==> src/rtl/serial_adder_pkg.sv <==
// Shared types and helpers for the bit-serial adder.
package serial_adder_pkg;

    localparam int DEFAULT_WIDTH = 8;

    typedef enum logic [1:0] {
        IDLE = 2'd0,
        RUN  = 2'd1,
        DONE = 2'd2
    } state_e;

    // Bit counter only has to reach WIDTH-1.
    function automatic int cnt_width(input int width);
        return (width < 2) ? 1 : $clog2(width);
    endfunction

endpackage

==> src/rtl/fulladder.sv <==
// Single-bit full-adder cell shared by the serial and ripple adders.
module fulladder (
    input  logic A,
    input  logic B,
    input  logic Cin,
    output logic Sum,
    output logic Carry
);

    assign Sum   = A ^ B ^ Cin;
    assign Carry = (A & B) | (Cin & (A ^ B));

endmodule

==> src/rtl/serial_adder.sv <==
// Bit-serial WIDTH-bit adder: one fulladder cell reused for WIDTH cycles.
// Define SERIAL_ADDER_OVF_EN to add the registered signed-overflow output Ovf.
module serial_adder
    import serial_adder_pkg::*;
#(
    parameter int WIDTH = DEFAULT_WIDTH
) (
    input  logic             clk,
    input  logic             rst,
    input  logic             start_valid,
    output logic             start_ready,
    input  logic [WIDTH-1:0] A,
    input  logic [WIDTH-1:0] B,
    input  logic             Cin,
    output logic [WIDTH-1:0] Sum,
    output logic             Carry,
`ifdef SERIAL_ADDER_OVF_EN
    output logic             Ovf,
`endif
    output logic             done_valid,
    input  logic             done_ready
);

    localparam int               CNT_W    = cnt_width(WIDTH);
    localparam logic [CNT_W-1:0] CNT_LAST = CNT_W'(WIDTH - 1);
    localparam logic [CNT_W-1:0] CNT_ONE  = CNT_W'(1);

    state_e             r_state;
    state_e             w_next_state;
    logic [WIDTH-1:0]   r_a_sh;
    logic [WIDTH-1:0]   r_b_sh;
    logic [WIDTH-1:0]   r_sum_sh;
    logic               r_c;
    logic [CNT_W-1:0]   r_cnt;
    logic               r_start_ready;
    logic               r_done_valid;
    logic [WIDTH-1:0]   r_sum;
    logic               r_carry;
    logic               w_fa_sum;
    logic               w_fa_carry;
    logic               w_accept;
    logic               w_last;
    logic               w_release;
    logic [WIDTH-1:0]   w_sum_next;

    fulladder u_fa (
        .A     (r_a_sh[0]),
        .B     (r_b_sh[0]),
        .Cin   (r_c),
        .Sum   (w_fa_sum),
        .Carry (w_fa_carry)
    );

    assign w_accept   = (r_state == IDLE) && start_valid && r_start_ready;
    assign w_last     = (r_state == RUN) && (r_cnt == CNT_LAST);
    assign w_release  = (r_state == DONE) && r_done_valid && done_ready;
    assign w_sum_next = {w_fa_sum, {(WIDTH-1){1'b0}}} | (r_sum_sh >> 1'b1);

    // State register
    always_ff @(posedge clk) begin
        if (rst) begin
            r_state <= IDLE;
        end else begin
            r_state <= w_next_state;
        end
    end

    // Next-state logic
    always_comb begin
        w_next_state = r_state;
        case (r_state)
            IDLE: begin
                if (w_accept) begin
                    w_next_state = RUN;
                end else begin
                    w_next_state = IDLE;
                end
            end
            RUN: begin
                if (w_last) begin
                    w_next_state = DONE;
                end else begin
                    w_next_state = RUN;
                end
            end
            DONE: begin
                if (w_release) begin
                    w_next_state = IDLE;
                end else begin
                    w_next_state = DONE;
                end
            end
            default: w_next_state = IDLE;
        endcase
    end

    // Operand shifters, carry feedback and bit counter
    always_ff @(posedge clk) begin
        if (rst) begin
            r_a_sh   <= '0;
            r_b_sh   <= '0;
            r_sum_sh <= '0;
            r_c      <= 1'b0;
            r_cnt    <= '0;
        end else if (w_accept) begin
            r_a_sh <= A;
            r_b_sh <= B;
            r_c    <= Cin;
            r_cnt  <= '0;
        end else if (r_state == RUN) begin
            r_a_sh   <= r_a_sh >> 1'b1;
            r_b_sh   <= r_b_sh >> 1'b1;
            r_sum_sh <= w_sum_next;
            r_c      <= w_fa_carry;
            // Wrap on the last bit so the counter never leaves 0..WIDTH-1.
            r_cnt    <= w_last ? '0 : (r_cnt + CNT_ONE);
        end
    end

    // Handshake flags and result word, all registered
    always_ff @(posedge clk) begin
        if (rst) begin
            r_start_ready <= 1'b0;
            r_done_valid  <= 1'b0;
            r_sum         <= '0;
            r_carry       <= 1'b0;
        end else begin
            r_start_ready <= (w_next_state == IDLE);
            r_done_valid  <= (w_next_state == DONE);
            if (w_last) begin
                r_sum   <= w_sum_next;
                r_carry <= w_fa_carry;
            end
        end
    end

`ifdef SERIAL_ADDER_OVF_EN
    logic r_ovf;

    // On the last bit r_c is the carry into the MSB.
    always_ff @(posedge clk) begin
        if (rst) begin
            r_ovf <= 1'b0;
        end else if (w_last) begin
            r_ovf <= r_c ^ w_fa_carry;
        end
    end

    assign Ovf = r_ovf;
`endif

    assign start_ready = r_start_ready;
    assign done_valid  = r_done_valid;
    assign Sum         = r_sum;
    assign Carry       = r_carry;

endmodule

==> config.mk <==
export PLATFORM = sky130hd
export DESIGN_NAME = serial_adder
export DESIGN_NICKNAME = d
export VERILOG_FILES = /design/src/rtl/serial_adder_pkg.sv /design/src/rtl/fulladder.sv /design/src/rtl/serial_adder.sv
export SDC_FILE = /design/constraint.sdc
export NUM_CORES = 1
export LEC_CHECK = 0
export ABC_AREA = 0
export ABC_CLOCK_PERIOD_IN_PS = 2200
export BUFFER_PORTS_ARGS = -buffer_cell sky130_fd_sc_hd__buf_4
export CORE_AREA = 2 2 47 70
export DETAILED_ROUTE_END_ITERATION = 7
export DIE_AREA = 0 0 49 72
export PLACE_DENSITY_LB_ADDON = 0.25
export SLEW_MARGIN = 10
export SYNTH_ARGS = -nofsm -noshare
export SYNTH_HDL_FRONTEND = slang
export SYNTH_SLANG_ARGS = --single-unit
==> constraint.sdc <==
create_clock -name clk -period 2.2 [get_ports clk]
set_input_delay 0.44 -clock clk [delete_from_list [all_inputs] [get_ports clk]]
set_output_delay 0.44 -clock clk [all_outputs]
set_load 0.02 [all_outputs]
Word-level counts from Yosys, hierarchy flattened
Index checks and enable logic that the tools add are counted.

word-level totals
  bits in registers = 41
  input bits = 21
  output and inout bits = 11
  logic and storage cells = 43

cells by class
  reduce and logical (&&, ||, !) cells = 10
  muxes and demuxes = 11
  $add $sub $neg = 1
  eq/ne operators = 4
  bitwise gates (word level) = 7

operators by type and width
  kind                                           count
  2-to-1 mux 8 bit                               4
  bitwise OR 8 x 7 -> 8 bit                      1
  case mux 2 bit (3 select lines)                1
  logical AND 1 bit                              5
  == test 2 bit, second input constant           2
  zero test 2 bit                                2
  2-to-1 mux 2 bit                               2
  adder 3 x 1 -> 3 bit, second input constant    1
  == test 3 bit, second input constant           1
  2-to-1 mux 1 bit                               3
  2-to-1 mux 3 bit                               1
  bitwise AND 1 bit                              2
  == test 2 x 1 -> 1 bit, second input constant  1
  AND reduction 2 bit                            1
  nonzero test 2 bit                             1
  OR reduction 2 bit                             1
  XOR 1 bit                                      2
  NOT 1 bit                                      1
  bitwise OR 1 bit                               1

Logic depth before layout (Yosys ltp)
  depth after elaboration = 6
  depth in mapped cells = 6

Cells and area by module
A second synthesis with hierarchy kept.

second synthesis, totals
  cell total of the unflattened synthesis = 191
  area, all modules = 1620.3 sq um

modules (own cells, without submodules)
  module        sequential area each (sq um)  area each (sq um)  cells an instance  instances
  serial_adder  800.8                         1600.3             190                1
  fulladder     0.0                           20.0               1                  1

Least setup slack after synthesis
No wires, ideal clock.

  kind = reg2reg
  from = reg r_cnt[0]
  to = reg r_carry (netlist: Carry)
  period minus slack after synthesis = 1.318 ns
  buffers on the path = 1
  required time = 2.130 ns
  arrival time = 1.247 ns
  cell stages (with the launch flop) = 7
  setup slack = 0.882 ns
  cells stage by stage = dfxtp_1 -> ha_1 -> ha_1 -> nand3b_1 -> clkbuf_1 -> nand2_1 -> a21oi_1

on the way
  word-level cells in the longest chain between the ends = 2

RTL lines
  item                      line                 source
  start: declaration        serial_adder.sv:34   logic [CNT_W-1:0] r_cnt;
  start signal: assignment  serial_adder.sv:116  r_cnt <= w_last ? '0 : (r_cnt + CNT_ONE);
  == test 3 bit             serial_adder.sv:55   assign w_last = (r_state == RUN) && (r_cnt == CNT_LAST);
  logical AND 1 bit         serial_adder.sv:55
  end signal: assignment    serial_adder.sv:132  r_carry <= w_fa_carry;
  end: declaration          serial_adder.sv:38   logic r_carry;

No other way between the ends.
A chain may end at the register's enable or synchronous reset.

Final worst setup path
  from = reg r_cnt[0]
  to = reg r_sum[7] (netlist: Sum[7])

on the way
  word-level cells in the longest chain between the ends = 2

RTL lines
  item                    line                 source
  == test 3 bit           serial_adder.sv:55
  logical AND 1 bit       serial_adder.sv:55
  end signal: assignment  serial_adder.sv:131  r_sum <= w_sum_next;
  end: declaration        serial_adder.sv:37   logic [WIDTH-1:0] r_sum;

No other way between the ends.

==> flow_summary.toml <==
[setup_path]
worstSetupEndpoint = "Sum[7]"
crit_chain = "ha_1, ha_1, nand3b_1, nand2_1, a21oi_1"
rrSetupSlack_ps = 480
startpoint = "r_cnt[0]"
timing.rr.start = "r_cnt[0]"
reg2reg_depth = 5
crit_top_cell = "ha_1"
crit_type = "reg2reg"
slowest_delay_ps = 410
start_kind = "register"
cp_max_fo = 13
required_ps = 2360
r2r-end = "Sum[7]"
cpMaxStageDelayCell = "ha_1"
worstSetupEndpointType = "register"
cp_data_arrival_time_ps = 1880

[global_route]
grt_pass1_vias = 1365
antenna_found_initial = 0
grt.total_usage = 0.218
grt_pass1_wl_um = 5970
overflow = 0
grt_start_max_net_pins = 41

[power_and_ir_drop]
p_leak_nw = 0.722
powerDensity_mw_per_mm2 = 735
finalPower_mw = 1.42
ir_drop_uv = 572

[drt]
wl_um = 3460
drc_errors = 0
postRouteAntennaNets = 0
vias_per_cell = 5.47
wl_per_cell_um = 13.5
vias = 1407
drt-pass1-iter-count = 4
drt-initial-drc-count = 38

[synth]
synth.most_common_cell = "dfxtp_1"
synthArstFlopShare = 0
synth.top_cells.by_count = "dfxtp_1, nand2_1, a21oi_1, nand3_1, nor2_1"
synth_largest_area_cell = "dfxtp_1"
synth_top_cell_area_share = 0.499
synth-edff-count = 0
ys_types = 26
synth.top_cells.by_area = "dfxtp_1, a21oi_1, nand2_1"
netlist_area_mm2 = 0.00161
synth_nets = 214
ys.flop_type = "dfxtp_1"
netlist_instances = 190
syn_avg_cell_area_um2 = 8.45
ys_seq_area_frac = 0.499
synth_seq_cells = 40
yosysWarnings = 0

[clock_network]
cts_max_level = 2
cts_resized = 0
cts.clk_slew.worst_paths_ps = 70
post-cts-setup-buffers = 0
clock_path_buffers = 2
cts_buffers = 5
cts_root_buf = "clkbuf_8"
cts_tree = "yes"
clkSinkCount = 40
clk_latency_ps = 290
hold_buffers = 0

[finish]
design_area_mm2 = 0.00194
fin_util = 0.665
diodes = 0
syn2layout_area_growth_pct = 20.7
layout.nets = 241
drive_gt1_frac = 0.206

[sta]
finalCritPeriodShare = 0.782
setup-violations-final = 0
timing.fmax_mhz = 582
relSlewSlack = 0.566
post-route-min-period_ps = 1720
rsz0062_at_grt = "false"
hold_viol = 0
maxSlewViolCount = 0
hold_ws_ps = 400
fin_skew_ps = 4.05
tns_ps = 0
worstMarginPinSlew_ps = 650

[placed_design]
io_buffers = 31
post-dp-hpwl_um = 2450
place.gp.congestion = 0.784
place_area_mm2 = 0.00185

[job]
max_cap_viol_count = 0

[floorplan]
die_h_um = 72
die_x_um = 49
ios = 32
coreArea_mm2 = 0.00291
initial_core_util = 0.551
die-area_mm2 = 0.00353
rows = 24

[worst_hold_path]
hold_class = "in2reg"

[run_status]
status = "finished clean"
-- state kept, by name (all words and copies together), names as in the netlist, 2 cells and up --
name      count
Sum           8
r_a_sh        8
r_b_sh        8
r_sum_sh      7
r_cnt         3
r_state       2
-- worst min-delay path by stage --
stage / startpoint / cells after the start / end
global route: B[7] / 3 / r_b_sh[7]
detailed placement: Sum[1] / 2 / Sum[1]
CTS: A[7] / 3 / r_a_sh[7]
floorplan: r_sum_sh[1] / 2 / r_sum_sh[1]
global placement: Sum[1] / 2 / Sum[1]
finish: A[7] / 3 / r_a_sh[7]
-- layer usage --
| layer | up-vias | routed length, um | track usage |
|---|---|---|---|
| met2 | 40 | 1890 | 0.412 |
| li1 | 710 | - | - |
| met5 | - | 0 | 0 |
| met3 | 5 | 166 | 0.0453 |
| met1 | 652 | 1350 | 0.237 |
| met4 | 0 | 53 | 0.0762 |
-- worst max-delay path: cells and delay by family, from the launching register on --
kind / cells / cell delay, ps
AOI/OAI and AO/OA: 1 / 80
adders and majority gates: 2 / 580
DFF: 1 / 350
and+or+nand+nor: 2 / 580
-- layout make-up --
cell class	count	area [um2]
clock buffer	8	90.1
tap	39	48.8
timing repair buffer	37	278
sequential	40	801
fill	266	976
multi-input combinational	133	719
-- cells by family (layout without fill, tap and decap cells) --
family | count (synthesis) | in the layout | synth area share
flops | 40 | 40 | 0.499
mux | 1 | 1 | 0.00624
compound gates | 52 | 52 | 0.193
fa+ha+maj | 3 | 3 | 0.0281
simple gates | 77 | 77 | 0.220
buf+inv | 17 | 45 | 0.0546
-- cell usage in the layout (no fill, tap or decap), drive strengths merged --
| cell type | Yosys | final |
|---|---|---|
| nand3 | 15 | 15 |
| nor3 | 2 | 2 |
| a311oi | 1 | 1 |
| or3 | 1 | 1 |
| mux2i | 1 | 1 |
| a22oi | 4 | 4 |
| and4bb | 1 | 1 |
| nor2b | 1 | 1 |
| nand2 | 39 | 39 |
| fa | 1 | 1 |
| nand2b | 1 | 1 |
| clkbuf | 5 | 8 |
| a21oi | 35 | 35 |
| nor2 | 12 | 12 |
| a211oi | 11 | 11 |
| dfxtp | 40 | 40 |
| o21a | 1 | 1 |
| nand4bb | 1 | 1 |
| nor4b | 1 | 1 |
| buf | 12 | 37 |
| nor4bb | 1 | 1 |
| ha | 2 | 2 |
| nand3b | 2 | 2 |
-- through the flow --
| stage | cells | setup WS, ps |
|---|---|---|
| after floorplan | 190 | 882 |
| after global placement | 249 | 608 |
| after detailed placement | 249 | 487 |
| after CTS | 257 | 486 |
| after global routing | 257 | 329 |
| final | 257 | 480 |
-- power breakdown --
part | internal [mW] | switching (mW) | leakage [nW]
logic | 0.0722 | 0.0876 | 0.352
clock network | 0.256 | 0.234 | 0.0455
registers | 0.755 | 0.0194 | 0.325
No activity file was read; power rests on OpenSTA's default activity.
